### config.mk
export PLATFORM = sky130hd
export DESIGN_NAME = nmi_arb
export DESIGN_NICKNAME = d
export VERILOG_FILES = /design/src/rtl/nmi_arb.sv
export SDC_FILE = /design/constraint.sdc
export NUM_CORES = 1
export LEC_CHECK = 0
export CAP_MARGIN = 20
export CORE_AREA = 2 2 161 163
export DETAILED_ROUTE_END_ITERATION = 8
export DIE_AREA = 0 0 163 165
export PLACE_DENSITY = 0.47
export SLEW_MARGIN = 20
export SYNTH_ARGS = -nofsm -noshare
export SYNTH_HDL_FRONTEND = slang
export SYNTH_SLANG_ARGS = --single-unit
export TNS_END_PERCENT = 20
### constraint.sdc
create_clock -name clk_i -period 2.3 [get_ports clk_i]
set_input_delay 0.345 -clock clk_i [delete_from_list [all_inputs] [get_ports clk_i]]
set_output_delay 0.345 -clock clk_i [all_outputs]
set_load 0.01 [all_outputs]
### src/rtl/nmi_arb.sv
// nmi_arb: round-robin arbiter sharing one NMI (valid/ready) slave between
// NUM_MST masters. One grant per transaction, held until the slave is ready.
//
// Parameters:
//   NUM_MST      number of masters (2..8); master 0 wins first after reset
//   TIMEOUT_CYC  watchdog limit in BUSY cycles (NMI_ARB_TIMEOUT_EN only)
// Ports:
//   clk_i, rst_i           clock, synchronous active-high reset
//   mst_valid_i            per-master request valid
//   mst_addr_i/wdata_i     per-master 32-bit fields, master i at [32*i +: 32]
//   mst_wstrb_i            per-master byte strobes at [4*i +: 4], 0 = read
//   mst_rdata_o            read data broadcast, 0 unless a ready is issued
//   mst_ready_o            per-master completion pulse
//   slv_valid_o/addr_o/wdata_o/wstrb_o  request to the shared slave
//   slv_rdata_i/ready_i    slave response
//   grant_o                one-hot current grant, 0 when idle
//   busy_o                 high while a transaction is outstanding
//   timeout_o              sticky watchdog flag (NMI_ARB_TIMEOUT_EN only)
// Build option: define NMI_ARB_TIMEOUT_EN to add the BUSY watchdog.
module nmi_arb #(
    parameter int NUM_MST     = 4,
    parameter int TIMEOUT_CYC = 255
) (
    input  logic                  clk_i,
    input  logic                  rst_i,
    input  logic [NUM_MST-1:0]    mst_valid_i,
    input  logic [NUM_MST*32-1:0] mst_addr_i,
    input  logic [NUM_MST*32-1:0] mst_wdata_i,
    input  logic [NUM_MST*4-1:0]  mst_wstrb_i,
    output logic [31:0]           mst_rdata_o,
    output logic [NUM_MST-1:0]    mst_ready_o,
    output logic                  slv_valid_o,
    output logic [31:0]           slv_addr_o,
    output logic [31:0]           slv_wdata_o,
    output logic [3:0]            slv_wstrb_o,
    input  logic [31:0]           slv_rdata_i,
    input  logic                  slv_ready_i,
    output logic [NUM_MST-1:0]    grant_o,
    output logic                  busy_o
`ifdef NMI_ARB_TIMEOUT_EN
    ,
    output logic                  timeout_o
`endif
);

    localparam int IW = $clog2(NUM_MST);

    if (NUM_MST < 2 || NUM_MST > 8 || TIMEOUT_CYC < 1) begin : g_bad_cfg
        $error("nmi_arb: NUM_MST must be 2..8 and TIMEOUT_CYC >= 1");
    end

    typedef enum logic {
        IDLE = 1'b0,
        BUSY = 1'b1
    } state_t;

    state_t             r_state;
    state_t             w_state_nxt;
    logic [NUM_MST-1:0] r_grant;
    logic [NUM_MST-1:0] w_grant_nxt;
    logic [IW-1:0]      r_last;
    logic [IW-1:0]      w_last_nxt;

    logic [NUM_MST-1:0] w_pick;
    logic               w_found;
    logic [IW:0]        w_sum;
    logic [IW-1:0]      w_idx;
    logic [IW-1:0]      w_gidx;
    logic [31:0]        w_addr;
    logic [31:0]        w_wdata;
    logic [3:0]         w_wstrb;
    logic               w_done;
    logic               w_to;
    logic               w_end;

    // Search starts just after the last served master, so it becomes
    // the lowest-priority candidate for this round.
    always_comb begin
        w_pick  = '0;
        w_found = 1'b0;
        w_sum   = '0;
        w_idx   = '0;
        for (int k = 1; k <= NUM_MST; k++) begin
            w_sum = {1'b0, r_last} + (IW+1)'(k);
            if (w_sum >= (IW+1)'(NUM_MST)) begin
                w_sum = w_sum - (IW+1)'(NUM_MST);
            end
            w_idx = w_sum[IW-1:0];
            if (!w_found && mst_valid_i[w_idx]) begin
                w_pick[w_idx] = 1'b1;
                w_found       = 1'b1;
            end
        end
    end

    // Grant is zero outside BUSY, so this mux also yields the
    // all-zero slave fields when idle.
    always_comb begin
        w_gidx  = '0;
        w_addr  = '0;
        w_wdata = '0;
        w_wstrb = '0;
        for (int i = 0; i < NUM_MST; i++) begin
            if (r_grant[i]) begin
                w_gidx  = IW'(i);
                w_addr  = mst_addr_i[32*i +: 32];
                w_wdata = mst_wdata_i[32*i +: 32];
                w_wstrb = mst_wstrb_i[4*i +: 4];
            end
        end
    end

    assign w_done = (r_state == BUSY) && slv_ready_i;
    assign w_end  = w_done || w_to;

`ifdef NMI_ARB_TIMEOUT_EN
    localparam int CL = $clog2(TIMEOUT_CYC + 1);
    localparam int CW = (CL > 8) ? CL : 8;

    logic [CW-1:0] r_cnt;
    logic          r_timeout;

    // A slave ready in the limit cycle takes precedence over the watchdog.
    assign w_to = (r_state == BUSY) && !slv_ready_i
                  && (r_cnt == CW'(TIMEOUT_CYC));

    always_ff @(posedge clk_i) begin
        if (rst_i) begin
            r_cnt     <= '0;
            r_timeout <= 1'b0;
        end else begin
            if (r_state != BUSY) begin
                r_cnt <= '0;
            end else if (!slv_ready_i) begin
                r_cnt <= r_cnt + CW'(1);
            end
            if (w_to) begin
                r_timeout <= 1'b1;
            end
        end
    end

    assign timeout_o = r_timeout;
`else
    assign w_to = 1'b0;
`endif

    always_comb begin
        w_state_nxt = r_state;
        w_grant_nxt = r_grant;
        w_last_nxt  = r_last;
        unique case (r_state)
            IDLE: begin
                if (w_found) begin
                    w_grant_nxt = w_pick;
                    w_state_nxt = BUSY;
                end
            end
            BUSY: begin
                if (w_end) begin
                    w_last_nxt  = w_gidx;
                    w_grant_nxt = '0;
                    w_state_nxt = IDLE;
                end
            end
            default: begin
                w_grant_nxt = '0;
                w_state_nxt = IDLE;
            end
        endcase
    end

    always_ff @(posedge clk_i) begin
        if (rst_i) begin
            r_state <= IDLE;
            r_grant <= '0;
            r_last  <= IW'(NUM_MST - 1);
        end else begin
            r_state <= w_state_nxt;
            r_grant <= w_grant_nxt;
            r_last  <= w_last_nxt;
        end
    end

    assign slv_valid_o = (r_state == BUSY);
    assign busy_o      = (r_state == BUSY);
    assign grant_o     = r_grant;
    assign slv_addr_o  = w_addr;
    assign slv_wdata_o = w_wdata;
    assign slv_wstrb_o = w_wstrb;
    assign mst_ready_o = w_end ? r_grant : '0;
    assign mst_rdata_o = w_done ? slv_rdata_i
                       : (w_to ? 32'hDEAD_BEEF : 32'h0);

endmodule
======== After elaboration in Yosys (flattened, before gate mapping) ========
Cells that the tools add are included.
word-level totals
  output and inout port bits .............. 110
  register bits after elaboration ......... 7
operators by class
  order comparisons ....................... 12
  mux-type cells .......................... 51
  eq/ne operators ......................... 2
  bitwise gates (word level) .............. 4
  reduce and logical (&&, ||, !) cells .... 13
  add/sub/neg operators ................... 8
operators with widths
  cell                   number
  $mux W32               9
  $mux W4                11
  $mux W1                15
  $ge A3 B3 Y1 const B   4
  $lt A2 B3 Y1 const B   4
  $mux W2                6
  $or A4 B4 Y4           3
  $bmux W1 S2            4
  $demux W1 S2           4
  $ge A2 B1 Y1 const B   4
  $logic_and A1 B1 Y1    8
  $pmux W4 S2            1
  $sub A2 B1 Y2 const B  4
  $add A2 B2 Y3 const B  2
  $reduce_and A2 Y1      2
  $add A2 B1 Y3 const B  1
  $add A2 B3 Y3 const B  1
  $logic_not A1 Y1       3
  $ne A2 B1 Y1 const B   1
  $ne A2 B2 Y1 const B   1
  $pmux W1 S2            1
  $not A1 Y1             1

======== Longest topological paths before layout ========
  depth after elaboration ................. 17
  mapped depth ............................ 9

======== Worst setup path before layout ========
No wires, ideal clock.
  kind .................................... reg-to-reg
  start ................................... register r_last[1]
  end ..................................... register r_grant[0] (netlist: grant_o[0])
  required time ........................... 2.226 ns
  stages on the path, launching flop included .. 9
  clock period less this slack ............ 2.038 ns
  arrival time ............................ 1.964 ns
  path slack .............................. 0.262 ns
  buffers on the path ..................... 1
  cell sequence ........................... dfxtp_1 > inv_1 > ha_1 > clkbuf_1 > mux2i_1 > mux2_2 > o21ai_0 > a41o_1 > a31oi_1
between the ends
  cells in the longest elaborated chain, start to end .. 17
  elaborated cells on any way between the ends .. 65
  classes of those cells .................. 8 x add/sub; 12 x order compare; 1 x eq/ne; 30 x mux; 3 x bitwise; 11 x reduce/logical
ends and longest elaborated chain
  element                                                                 line  RTL
  start, declared                                                         61    logic [IW-1:0] r_last;
  start signal, assigned                                                  177   r_last <= IW'(NUM_MST - 1);
  start signal, assigned                                                  181   r_last <= w_last_nxt;
  parallel branches: the longest is 17 deep, another holds $add A2 B1 Y3  n/a
  end signal, assigned                                                    180   r_grant <= w_grant_nxt;
  end, declared                                                           59    logic [NUM_MST-1:0] r_grant;
Several ways; the timed one is not identified. The select of a mux whose other input is x is not followed.
A chain may end at the register's enable or synchronous reset.

======== Final worst setup path ========
  start ................................... register r_grant[0] (netlist: grant_o[0])
  end ..................................... output port slv_wdata_o[13]
between the ends
  cells in the longest elaborated chain, start to end .. 4
ends and longest elaborated chain
  element                line  RTL
  $mux W32 (4 in a row)  104   if (r_grant[i]) begin
  end, declared          34    output logic [31:0] slv_wdata_o,
Every way passes these cells.

==> results.md <==
- Htree depth: 1
- Syn avg cell area: 6.20 um2
- Tightest Hold Check Type: reg2reg
- Max-Cap Viols: 0
- Post-synth EDFFs: 0
- Ys flop type: dfxtp_1
- CP endpoint kind: output pin
- Worst slew pin tran: 0.428 ns
- FF-to-FF path depth: 7
- Adder-cell area share of the yosys netlist: 3.61%
- Initial antenna violation count: 6
- Root Buffer Master: clkbuf_16
- Post-synthesis xor/xnor area fraction: 0%
- Die H: 165 um
- Nets: 1170
- Cell Rows: 58
- Most frequent cell after synthesis: o21ai_0
- TritonCTS clock tree: done
- Most frequent cells after synthesis: o21ai_0, nand2_1, a221o_1
- Total Negative Setup Slacks: 0 ns
- GRT Total Usage: 14.6%
- Status: finished, final reports clean
- Yosys warning count: 0
- Main combinational cell family by area after synthesis: compound AO/OA/AOI/OAI gates
- Gate Count Post-Synth: 448
- CP max-delay cell: dfxtp_1
- Final hold slack: 0.593 ns
- Largest net degree at the start of global routing: 74
- CTS sink cnt: 7
- Clock latency on the worst-skew pair: 0.23 ns
- Starting DRT DRC Count: 286
- Clock tree buffer depth: 2
- Worst-path cell chain: nor2b_4 -> buf_12 -> bufbuf_16 -> a221o_1 -> o21ai_1 -> o21ai_0 -> dlygate4sd2_1
- P per Cell Area: 363 nW/um2
- RSZ-0062 raised after global routing: no
- Util after Layout: 30.6%
- Vias: 5148
- IR drop worst, VDD: 0.253 mV
- Hold buffer count at cts: 0
- Synth Area in Simple Gates: 23.3%
- Hold path cells: 2
- Worst path max stage delay: 0.31 ns
- Vias in the first global route: 5020
- Final period util: 97.6%
- Ranking of synthesized cells by area: o21ai_0, a221o_1, nand2_1, and3_1, clkbuf_1
- Layout cells sized above 1: 6.35%
- Core area: 25000 um2
- Routed Antenna Nets: 0
- Hpwl dp: 17200 um
- Area added between synthesis and finish: 176%
- CTS clock-pin slew for the worst setup and hold paths: 0.04 ns
- Drt drc: 0
- Leak: 0.00305 uW
- Netlist cell types: 36
- Post-synthesis mux area share: 3.47%
- Synth area leader: o21ai_0
- Setup CP Type: reg2out
- Full die area: 26900 um2
- Gpl congestion: 0.822
- Part of the Yosys area used for sequential elements: 5.05%
- Setup crit start kind: register
- IO Port Bufs: 420
- Post-synth ARST share: 0%
- First-pass GRT wire length: 30500 um
- Arrival time at the worst endpoint: 1.90 ns
- Req. time, crit path: 1.96 ns
- Max-slew violations: 0
- Syn_nets: 767
- Hold Fails Final Rpt: 0
- Clock buffer count from CTS: 3
- Complex-gate fraction of the synthesized area: 55.0%
- Die Width: 163 um
- Mapped cell area: 2780 um2
- Ports: 421
- Largest driver fanout on the critical path: 12
- Drt total wl: 22000 um
- Max Freq: 0.445 GHz
- Vias per inst: 4.35
- WL per Instance: 18.6 um
- Final setup violation count: 0
- Max-slew headroom: 71.2%
- Initial Utilization: 11.1%
- Drt pass-1 iters: 6
- Final Critical Period: 2.25 ns
- Clock Skew: 0.00148 ns
- Grt total ovfl: 0
- Yosys top cell area share: 24.7%
- Seq cells post-synth: 7
[worst paths after layout]
path | startpoint | endpoint | slack, ns
setup / recovery | grant_o[0] | slv_wdata_o[13] | 0.05
hold / removal | grant_o[3] | grant_o[3] | 0.59
setup reg to reg | r_last[0] | grant_o[2] | 0.35
hold reg to reg | grant_o[3] | grant_o[3] | 0.59
[flip-flops by register name (all words and copies together) (netlist names)]
register	flops
r_last	2
grant_o	4
busy_o	1
[cells by family (layout without fill, tap and decap cells)]
| logic type | after synthesis | after routing |
|---|---|---|
| AOI/OAI and AO/OA | 227 | 227 |
| buffers and inverters | 62 | 464 |
| DFF | 7 | 7 |
| muxes | 8 | 8 |
| and+or+nand+nor | 136 | 136 |
| other | 0 | 3 |
| adders and majority gates | 8 | 8 |
[layout make-up]
cell class	count	area, um2
Antenna cell	3	7.51
Clock buffer	4	78.8
Fill cell	2766	17400
Inverter	4	15.0
Multi-Input combinational cell	379	2390
Sequential cell	7	149
Tap cell	330	413
Timing Repair Buffer	456	4610
[where the power goes]
| part | switching [uW] | internal, uW |
|---|---|---|
| combinational | 1020 | 1310 |
| sequential | 18.8 | 136 |
| clock | 66.4 | 231 |
[worst max-delay path: cells and delay by family (launching register included)]
family | cells | cell delay (ns)
AO/OA/AOI/OAI | 3 | 0.53
buffers and inverters | 3 | 0.71
flip-flops | 1 | 0.31
AND/OR/NAND/NOR | 1 | 0.13
[through the flow]
stage / setup slack (ns) / area [um2] / total power, uW / cells
5_1_grt: 0.0000284 / 7650 / 3000 / 1181
6_report: 0.0549 / 7660 / 2780 / 1183
3_5_place_dp: -0.0551 / 7520 / 2630 / 1171
4_1_cts: -0.153 / 7640 / 2810 / 1180
3_3_place_gp: -0.0662 / 7520 / 2640 / 1171
2_1_floorplan: 0.262 / 2780 / 1090 / 448
[timing repair]
| item | CTS | global route |
|---|---|---|
| buffers inserted | 3 | 0 |
| setup endpoints to repair | 66 | 22 |
| pin swaps | 0 | 1 |
| gates cloned | 2 | 0 |
| gates resized for setup | 70 | 15 |
[metal layers]
layer	track usage [%]	vias up	wire length, um
li1	-	2550	-
met1	17.9	2341	8950
met2	26.4	233	10900
met3	3.59	20	1810
met4	1.89	4	269
met5	0	-	27
[cells in the final DEF, fill, tap and decap left out, types with 4 or more instances in the layout]
cell type	Yosys	layout
clkdlybuf4s50_1	0	352
o21ai_0	137	132
nand2_1	72	72
a221o_1	68	68
dlygate4sd2_1	0	60
and3_1	36	36
buf_4	2	21
buf_12	0	13
nand3_1	9	9
ha_1	8	8
o21ai_1	3	6
nor2_1	6	6
o211ai_1	5	5
mux2i_1	4	4
a31oi_1	4	4
dfxtp_1	7	4
clkdlybuf4s15_1	0	4
Note: power is estimated with default switching activity, not from simulation.
